--- config.mk ---
export PLATFORM = sky130hd
export DESIGN_NAME = wb_mem_arbiter
export DESIGN_NICKNAME = d
export VERILOG_FILES = /design/src/rtl/wb_mem_arbiter.sv
export SDC_FILE = /design/constraint.sdc
export NUM_CORES = 1
export LEC_CHECK = 0
export CAP_MARGIN = 20
export CORE_AREA = 2 2 357 359
export DETAILED_ROUTE_END_ITERATION = 10
export DIE_AREA = 0 0 359 361
export GPL_TIMING_DRIVEN = 1
export HOLD_SLACK_MARGIN = 0.02
export SLEW_MARGIN = 10
export SYNTH_ARGS = -nofsm -noshare
export SYNTH_HDL_FRONTEND = slang
export SYNTH_SLANG_ARGS = --single-unit
export TNS_END_PERCENT = 10
--- constraint.sdc ---
create_clock -name sysclk -period 2.05 [get_ports sysclk]
set_clock_uncertainty 0.15 [all_clocks]
set_input_delay 0.41 -clock sysclk [delete_from_list [all_inputs] [get_ports sysclk]]
set_output_delay 0.41 -clock sysclk [all_outputs]
set_load 0.01 [all_outputs]
--- src/rtl/wb_mem_arbiter.sv ---
// Two-master Wishbone arbiter (CPU m0, debug/boot m1) in front of one memory slave.
// Define WB_ARB_ROUND_ROBIN_EN for round-robin ties; default is fixed m0 priority.
module wb_mem_arbiter #(
    parameter int WB_DWIDTH = 128,
    parameter int WB_SWIDTH = WB_DWIDTH / 8
) (
    input  logic                 sysclk,
    input  logic                 rst,
    input  logic [31:0]          m0_adr,
    input  logic [WB_DWIDTH-1:0] m0_dat_w,
    input  logic [WB_SWIDTH-1:0] m0_sel,
    input  logic                 m0_we,
    input  logic                 m0_cyc,
    input  logic                 m0_stb,
    output logic [WB_DWIDTH-1:0] m0_dat_r,
    output logic                 m0_ack,
    input  logic [31:0]          m1_adr,
    input  logic [WB_DWIDTH-1:0] m1_dat_w,
    input  logic [WB_SWIDTH-1:0] m1_sel,
    input  logic                 m1_we,
    input  logic                 m1_cyc,
    input  logic                 m1_stb,
    output logic [WB_DWIDTH-1:0] m1_dat_r,
    output logic                 m1_ack,
    output logic [31:0]          s_adr,
    output logic [WB_DWIDTH-1:0] s_dat_w,
    output logic [WB_SWIDTH-1:0] s_sel,
    output logic                 s_we,
    output logic                 s_cyc,
    output logic                 s_stb,
    input  logic [WB_DWIDTH-1:0] s_dat_r,
    input  logic                 s_ack,
    output logic [1:0]           grant
);

    // Encoding doubles as the one-hot grant vector {m1,m0}.
    typedef enum logic [1:0] {
        IDLE = 2'b00,
        OWN0 = 2'b01,
        OWN1 = 2'b10
    } state_e;

    state_e state_q, state_d;

`ifdef WB_ARB_ROUND_ROBIN_EN
    // 1 when m1 was granted most recently.
    logic last_q, last_d;

    // Last-owner register; reset to m1 so m0 wins the first tie.
    always_ff @(posedge sysclk) begin
        if (rst) last_q <= 1'b1;
        else     last_q <= last_d;
    end
`endif

    // Ownership state register.
    always_ff @(posedge sysclk) begin
        if (rst) state_q <= IDLE;
        else     state_q <= state_d;
    end

    // Next owner: grant only from IDLE, hold while owner keeps cyc.
    always_comb begin
        state_d = state_q;
`ifdef WB_ARB_ROUND_ROBIN_EN
        last_d  = last_q;
`endif
        case (state_q)
            IDLE: begin
                if (m0_cyc && m1_cyc) begin
`ifdef WB_ARB_ROUND_ROBIN_EN
                    state_d = last_q ? OWN0 : OWN1;
`else
                    state_d = OWN0;
`endif
                end else if (m0_cyc) begin
                    state_d = OWN0;
                end else if (m1_cyc) begin
                    state_d = OWN1;
                end
            end
            OWN0:    if (!m0_cyc) state_d = IDLE;
            OWN1:    if (!m1_cyc) state_d = IDLE;
            default: state_d = IDLE;
        endcase
`ifdef WB_ARB_ROUND_ROBIN_EN
        if (state_q == IDLE && state_d == OWN0) last_d = 1'b0;
        if (state_q == IDLE && state_d == OWN1) last_d = 1'b1;
`endif
    end

    // Route the owner to the slave; reset masks everything at once.
    always_comb begin
        s_adr   = '0;
        s_dat_w = '0;
        s_sel   = '0;
        s_we    = 1'b0;
        s_cyc   = 1'b0;
        s_stb   = 1'b0;
        m0_ack  = 1'b0;
        m1_ack  = 1'b0;
        if (!rst) begin
            case (state_q)
                OWN0: begin
                    s_adr   = m0_adr;
                    s_dat_w = m0_dat_w;
                    s_sel   = m0_sel;
                    s_we    = m0_we;
                    s_cyc   = m0_cyc;
                    s_stb   = m0_stb;
                    m0_ack  = s_ack;
                end
                OWN1: begin
                    s_adr   = m1_adr;
                    s_dat_w = m1_dat_w;
                    s_sel   = m1_sel;
                    s_we    = m1_we;
                    s_cyc   = m1_cyc;
                    s_stb   = m1_stb;
                    m1_ack  = s_ack;
                end
                default: ;
            endcase
        end
    end

    assign m0_dat_r = s_dat_r;
    assign m1_dat_r = s_dat_r;
    assign grant    = state_q;

endmodule

==> results of run 1 <==
==> worst max path at each step <==
stage	slack (ps)	endpoint	from
6_report	-450	s_dat_w[123]	grant[1]$_SDFFE_PP0P_
5_1_grt	-500	s_dat_w[65]	grant[1]$_SDFFE_PP0P_
4_1_cts	-480	s_adr[16]	grant[1]$_SDFFE_PP0P_
3_5_place_dp	-690	s_adr[21]	rst
3_3_place_gp	-650	s_dat_w[93]	rst
2_1_floorplan	160	s_adr[21]	grant[0]$_SDFFE_PP0P_
==> layer usage <==
metal / wire [microns] / vias up / part of all wire [%] / GRT usage, %
li1: - / 2848 / - / -
met1: 30000 / 2995 / 33 / 12.8
met2: 42300 / 685 / 46 / 22.0
met3: 18200 / 131 / 20 / 12.6
met4: 563 / 100 / 0.61 / 0.728
met5: 631 / - / 0.69 / 0
==> through the flow <==
stage	hold WS, ps	TNS [ps]	setup WS, ps	cells
after floorplan	325	0	164	690
after global placement	551	-85330	-652	2642
after detailed placement	644	-90660	-691	2642
after CTS	500	-61860	-479	2682
after global routing	537	-69460	-504	2690
final	503	-58790	-451	2698
==> cell families (layout without fill, tap and decap cells) <==
logic type / count (synthesis) / after routing / share of synthesized area, %
AOI/OAI and AO/OA: 183 / 183 / 30.7
adders and majority gates: 3 / 3 / 0.828
buffers and inverters: 318 / 668 / 52.1
DFF: 2 / 2 / 0.883
other: 0 / 8 / 0
and+or+nand+nor: 184 / 184 / 15.5
==> placed cells by master (no fill, tap or decap), types with 3 or more instances in the layout <==
master	synthesis	routed
buf_4	272	112
buf_8	0	4
a22oi_2	0	152
clkdlybuf4s50_1	0	361
clkbuf_16	0	6
buf_2	28	48
nor2_2	0	35
buf_6	15	20
diode_2	0	8
buf_16	0	21
buf_12	0	83
clkdlybuf4s15_2	0	7
a22oi_1	178	26
ha_4	0	3
nor2_1	179	144
inv_2	1	3
==> worst min-delay path, stage by stage <==
cell and delay, ps:
dlygate4sd2_1 240, buf_4 140, a211oi_2 40
==> power by group through the flow <==
stage / Combinational, uW / Sequential [uW] / Clock, uW
2_1_floorplan: 1340 / 50.1 / 0
3_3_place_gp: 2450 / 46.4 / 0
3_5_place_dp: 2480 / 47.1 / 0
4_1_cts: 3270 / 48.4 / 309
5_1_grt: 3580 / 48.9 / 312
6_report: 3360 / 48.5 / 304
==> what timing repair did <==
| item | 4_1_cts | 5_1_grt |
|---|---|---|
| gates cloned | 15 | 3 |
| hold buffers | 0 | 0 |
| pin swaps | 43 | 69 |
| endpoints found under the hold margin | 0 | 0 |
| setup endpoints to repair | 181 | 183 |
| buffers inserted | 22 | 5 |
| resized for setup | 600 | 107 |
==> final cells by class <==
class	count	area [sq um]
inverter	3	11.3
tap	1650	2060
antenna	8	20.0
multi-input combinational	370	3040
sequential	2	41.3
fill	14500	113000
timing repair buffer	662	7400
clock buffer	3	75.1
==> flow_summary_export.csv, run 1 <==
group,metric,value,unit
yosys,ys_seq_area_share,0.883,%
placed_design,io_buffer_count,543,
clock_network,clk_latency,230,ps
pwr,powerDensity,293,nW/um^2
grt,grt_usage,13.4,%
clock_network,cts-htree-levels,1,
yosys,ys_seq_elements,2,
worst_setup_path,cp_cell_sequence,"inv_2 > buf_6 > ha_4 > buf_12 > buf_16 > buf_12 > buf_12 > a22oi_2 > nor2_1 > buf_4",
worst_setup_path,crit_fanout,8,
run,cap_violations,0,
timing,finalCriticalPeriod,2500,ps
timing,worst_pin_slew,247,ps
pwr,total_power,3710,uW
worst_setup_path,crit_buf_inv,7,
yosys,synth_warnings,0,
clock_network,clk_pin_slew,30,ps
pwr,ir_drop,0.000152,V
placed_design,dp_hpwl,80700,microns
timing,finalCritPeriodShare,122,%
min_path,hold_start,"rst",
timing,setup_viol,181,
yosys,yosysMostFrequentCell,"buf_4",
floorplanning,ios,928,
timing,setup_ws,-451,ps
outcome,failed_checks,"negative setup slack",
worst_setup_path,cp-start-kind,"flop",
pwr,power_frac_comb,90.5,%
detailed_routing,wl,91700,microns
grt,grt-ovfl-total,0,
placed_design,place_congestion,0.796,
floorplanning,start_util,3.62,%
floorplanning,dieArea,130000,sq um
worst_setup_path,r2r-end,"grant[0]$_SDFFE_PP0P_",
yosys,yosysTopAreaCell,"buf_4",
timing,rsz0062_at_grt,"yes",
detailed_routing,vias,6759,
floorplanning,die_y,361,microns
detailed_routing,vias_per_cell,2.51,
timing,hold_viol,0,
min_path,min_to,"grant[1]$_SDFFE_PP0P_",
worst_setup_path,reg2reg_depth,10,
worst_setup_path,r2r_start,"grant[1]$_SDFFE_PP0P_",
detailed_routing,drcViolationCount,0,
floorplanning,fp-row-count,130,
yosys,synth_edf_count,0,
min_path,hold_depth,3,
grt,grt_max_degree,38,
min_path,hold_class,"in -> reg",
floorplanning,core-area,125000,sq um
clock_network,cts_tree,"done",
finish,largest_register_ffs,2,
yosys,ys_top_cells_by_area,"buf_4 45%, a22oi_1 29%, nor2_1 15%, buf_6 3.7%, buf_2 3.1%",
yosys,syn_nets,1182,
grt,grt_pass1_wl,109000,microns
timing,drv_slew,0,
detailed_routing,dr.pass1.iters,4,
pwr,leakagePower,0.00403,uW
placed_design,place_area,11000,sq um
timing,relSlewSlack,83.6,%
yosys,synth_cell_types,17,
finish,drive_gt1_share,48.1,%
grt,grt_antenna_before_repair,66,
finish,final_core_util,10.1,%
finish,finalNetCount,1534,
clock_network,cts_num_sinks,2,
pwr,clockPowerShare,8.2,%
finish,area_growth,179,%
worst_setup_path,r2r_slack,-10,ps
timing,fmax,400,MHz
worst_setup_path,worst_path_most_repeated_cell,"buf_12",
worst_setup_path,cp.depth,10,
yosys,syn_area_per_cell,6.57,sq um
clock_network,cts_buffers,3,
worst_setup_path,critPathCaptureType,"primary output",
grt,grt_pass1_vias,7053,
finish,final_cell_area,12600,sq um
outcome,status,"finished, violations left",
pwr,p_sw_share,42.4,%
pwr,p_switching,1570,uW
detailed_routing,drtIter0Drc,238,
worst_setup_path,required,1490,ps
detailed_routing,drtAntennaViolNets,0,
yosys,synth_common_cells,"272 x buf_4, 179 x nor2_1, 178 x a22oi_1",
worst_setup_path,arrival,1940,ps
detailed_routing,wl_per_cell,34.0,microns
yosys,synthFlopType,"dfxtp_1",
worst_setup_path,path_class,"reg -> out",
worst_setup_path,cpPeakStageDelay,350,ps
yosys,async_flop_share,0,%
worst_setup_path,path_delay_family,"buffers and inverters",
clock_network,clock-root-buffer,"clkbuf_16",
pwr,p_seq_share,1.3,%
worst_setup_path,slowest_stage,"dfxtp_2",
yosys,synth_area,4540,sq um
pwr,p_int,2140,uW
yosys,synthCells,690,
yosys,synth_top_area_share,45.0,%
clock_network,cts.path.max_buffers,2,
floorplanning,dieWidth,359,microns
Power figures use the tool's default switching activity.
==> run 2, diff against run 1 <==
--- a/config.mk
+++ b/config.mk
@@ -6,9 +6,11 @@
 export NUM_CORES = 1
 export LEC_CHECK = 0
 export CAP_MARGIN = 20
-export CORE_AREA = 2 2 357 359
+export CORE_AREA = 2 2 362 364
+export CTS_BUF_LIST = sky130_fd_sc_hd__clkbuf_4
 export DETAILED_ROUTE_END_ITERATION = 10
-export DIE_AREA = 0 0 359 361
+export DIE_AREA = 0 0 364 366
+export DONT_BUFFER_PORTS = 1
 export GPL_TIMING_DRIVEN = 1
 export HOLD_SLACK_MARGIN = 0.02
 export SLEW_MARGIN = 10
==> run 2 against run 1 <==
Against the previous run: the run still ends with negative setup slack left; routed wire length is 2.4% higher; first-iteration DRC count is 18% higher; global-route usage is 0.19 points lower; sequential share of layout area is 0.25 points higher; hold slack worse by 420 ps.
==> flow_summary_export.csv, run 2 (synthesized netlist as in run 1, its figures left out) <==
group,metric,value,unit
pwr,leakagePower,0.00195,uW
placed_design,place_area,6410,sq um
clock_network,cts_num_sinks,2,
finish,area_growth,61.8,%
floorplanning,dieArea,133000,sq um
outcome,status,"finished, violations left",
worst_setup_path,path_class,"reg -> out",
timing,hold_viol,0,
floorplanning,dieWidth,364,microns
worst_setup_path,r2r_slack,70,ps
clock_network,clk_pin_slew,30,ps
pwr,powerDensity,289,nW/um^2
clock_network,clock-root-buffer,"clkbuf_4",
clock_network,cts_buffers,3,
grt,grt-ovfl-total,0,
grt,grt_pass1_vias,5226,
worst_setup_path,cp-start-kind,"flop",
timing,finalCriticalPeriod,2360,ps
outcome,failed_checks,"negative setup slack",
worst_setup_path,crit_fanout,13,
timing,final.setup.tns,-36420,ps
floorplanning,start_util,3.52,%
worst_setup_path,critPathCaptureType,"primary output",
clock_network,clk_latency,240,ps
finish,fill_cells,15300,
finish,seqCellArea,42.5,sq um
detailed_routing,drtIter0Drc,281,
timing,fmax,425,MHz
floorplanning,die_y,366,microns
placed_design,dp_hpwl,87800,microns
clock_network,cts.path.max_buffers,2,
floorplanning,ios,928,
timing,rsz0062_at_grt,"yes",
floorplanning,core-area,129000,sq um
timing,finalCritPeriodShare,115,%
min_path,hold_class,"in -> reg",
detailed_routing,vias,5072,
worst_setup_path,required,1490,ps
finish,multi_input_area,2690,sq um
detailed_routing,wl_per_cell,39.8,microns
finish,drive_gt1_share,59.2,%
clock_network,cts_tree,"done",
detailed_routing,vias_per_cell,2.15,
detailed_routing,drtAntennaViolNets,0,
grt,grt_max_degree,45,
detailed_routing,wl,93900,microns
worst_setup_path,arrival,1800,ps
grt,grt_pass1_wl,106000,microns
floorplanning,fp-row-count,132,
run,cap_violations,0,
timing,relSlewSlack,77.0,%
worst_setup_path,cpPeakStageDelay,340,ps
clock_network,cts-htree-levels,1,
worst_setup_path,cp_cell_sequence,"buf_6 > ha_4 > buf_12 > buf_12 > a22oi_1 > nor2_1 > buf_6",
worst_setup_path,slowest_stage,"dfxtp_2",
placed_design,io_buffer_count,0,
grt,grt_antenna_before_repair,32,
pwr,ir_drop,0.0000947,V
finish,final_cell_mix,"158 x nor2_1, 155 x buf_4, 91 x a22oi_2, 87 x a22oi_1, 46 x buf_6",
placed_design,place_congestion,0.742,
clock_network,ctsHoldBuffers,0,
finish,largest_register_ffs,2,
detailed_routing,dr.pass1.iters,4,
detailed_routing,drcViolationCount,0,
grt,grt_usage,13.2,%
finish,final_common_cell,"nor2_1",
timing,setup_ws,-306,ps
finish,finalNetCount,1106,
finish,final_cell_area,7340,sq um
timing,setup_viol,180,
timing,worst_pin_slew,343,ps
finish,final_core_util,5.69,%
timing,drv_slew,0,
run 2: through the flow:
| stage | hold WS, ps | power [uW] | std cells | setup WS (ps) |
|---|---|---|---|---|
| floorplan | 325 | 1390 | 690 | 164 |
| global placement | 336 | 1770 | 2344 | -21.3 |
| detailed placement | 336 | 1790 | 2344 | -91.1 |
| CTS | 82.8 | 2010 | 2347 | -317 |
| global route | 85.0 | 2290 | 2357 | -368 |
| finish | 85.3 | 2120 | 2359 | -306 |
run 2: path summary, 6_finish.rpt:
path                    startpoint                     to  cells past startpoint
min reg2reg  grant[1]$_SDFFE_PP0P_  grant[1]$_SDFFE_PP0P_                      3
max          grant[1]$_SDFFE_PP0P_           s_dat_w[109]                      7
min                            rst  grant[1]$_SDFFE_PP0P_                      1
max reg2reg  grant[0]$_SDFFE_PP0P_  grant[0]$_SDFFE_PP0P_                      8
run 2: cell type report:
cell class	count	share of cell area (%)
multi-input combinational	370	36.6
timing repair buffer	234	32.4
tap	1742	29.7
sequential	2	0.580
clock buffer	3	0.307
antenna	5	0.171
inverter	3	0.153
run 2: power by group:
group / total, uW / internal (uW) / switching (uW)
clock network: 93.0 / 65.0 / 28.1
logic: 1980 / 822 / 1160
registers: 48.4 / 44.9 / 3.51
total: 2120 / 932 / 1190
run 2: metal layers:
layer | share of wire (%) | GRT usage (%) | up-vias
li1 | - | - | 1990
met1 | 33 | 12.8 | 2329
met2 | 45 | 21.0 | 636
met3 | 21 | 12.8 | 75
met4 | 0.83 | 1.28 | 42
met5 | 0.32 | 0 | -
run 2: critical path, delay by kind of cell (launching register included):
kind,cells,cell delay (ps)
DFF,1,340
and+or+nand+nor,1,160
buffers and inverters,4,700
adders and majority gates,1,210
AOI/OAI and AO/OA,1,100
run 2: timing repair:
item / CTS / global route
pin swaps: 3 / 12
endpoints found under the setup margin: 180 / 181
resized for setup: 105 / 70
cloned: 0 / 5
setup buffers: 0 / 2
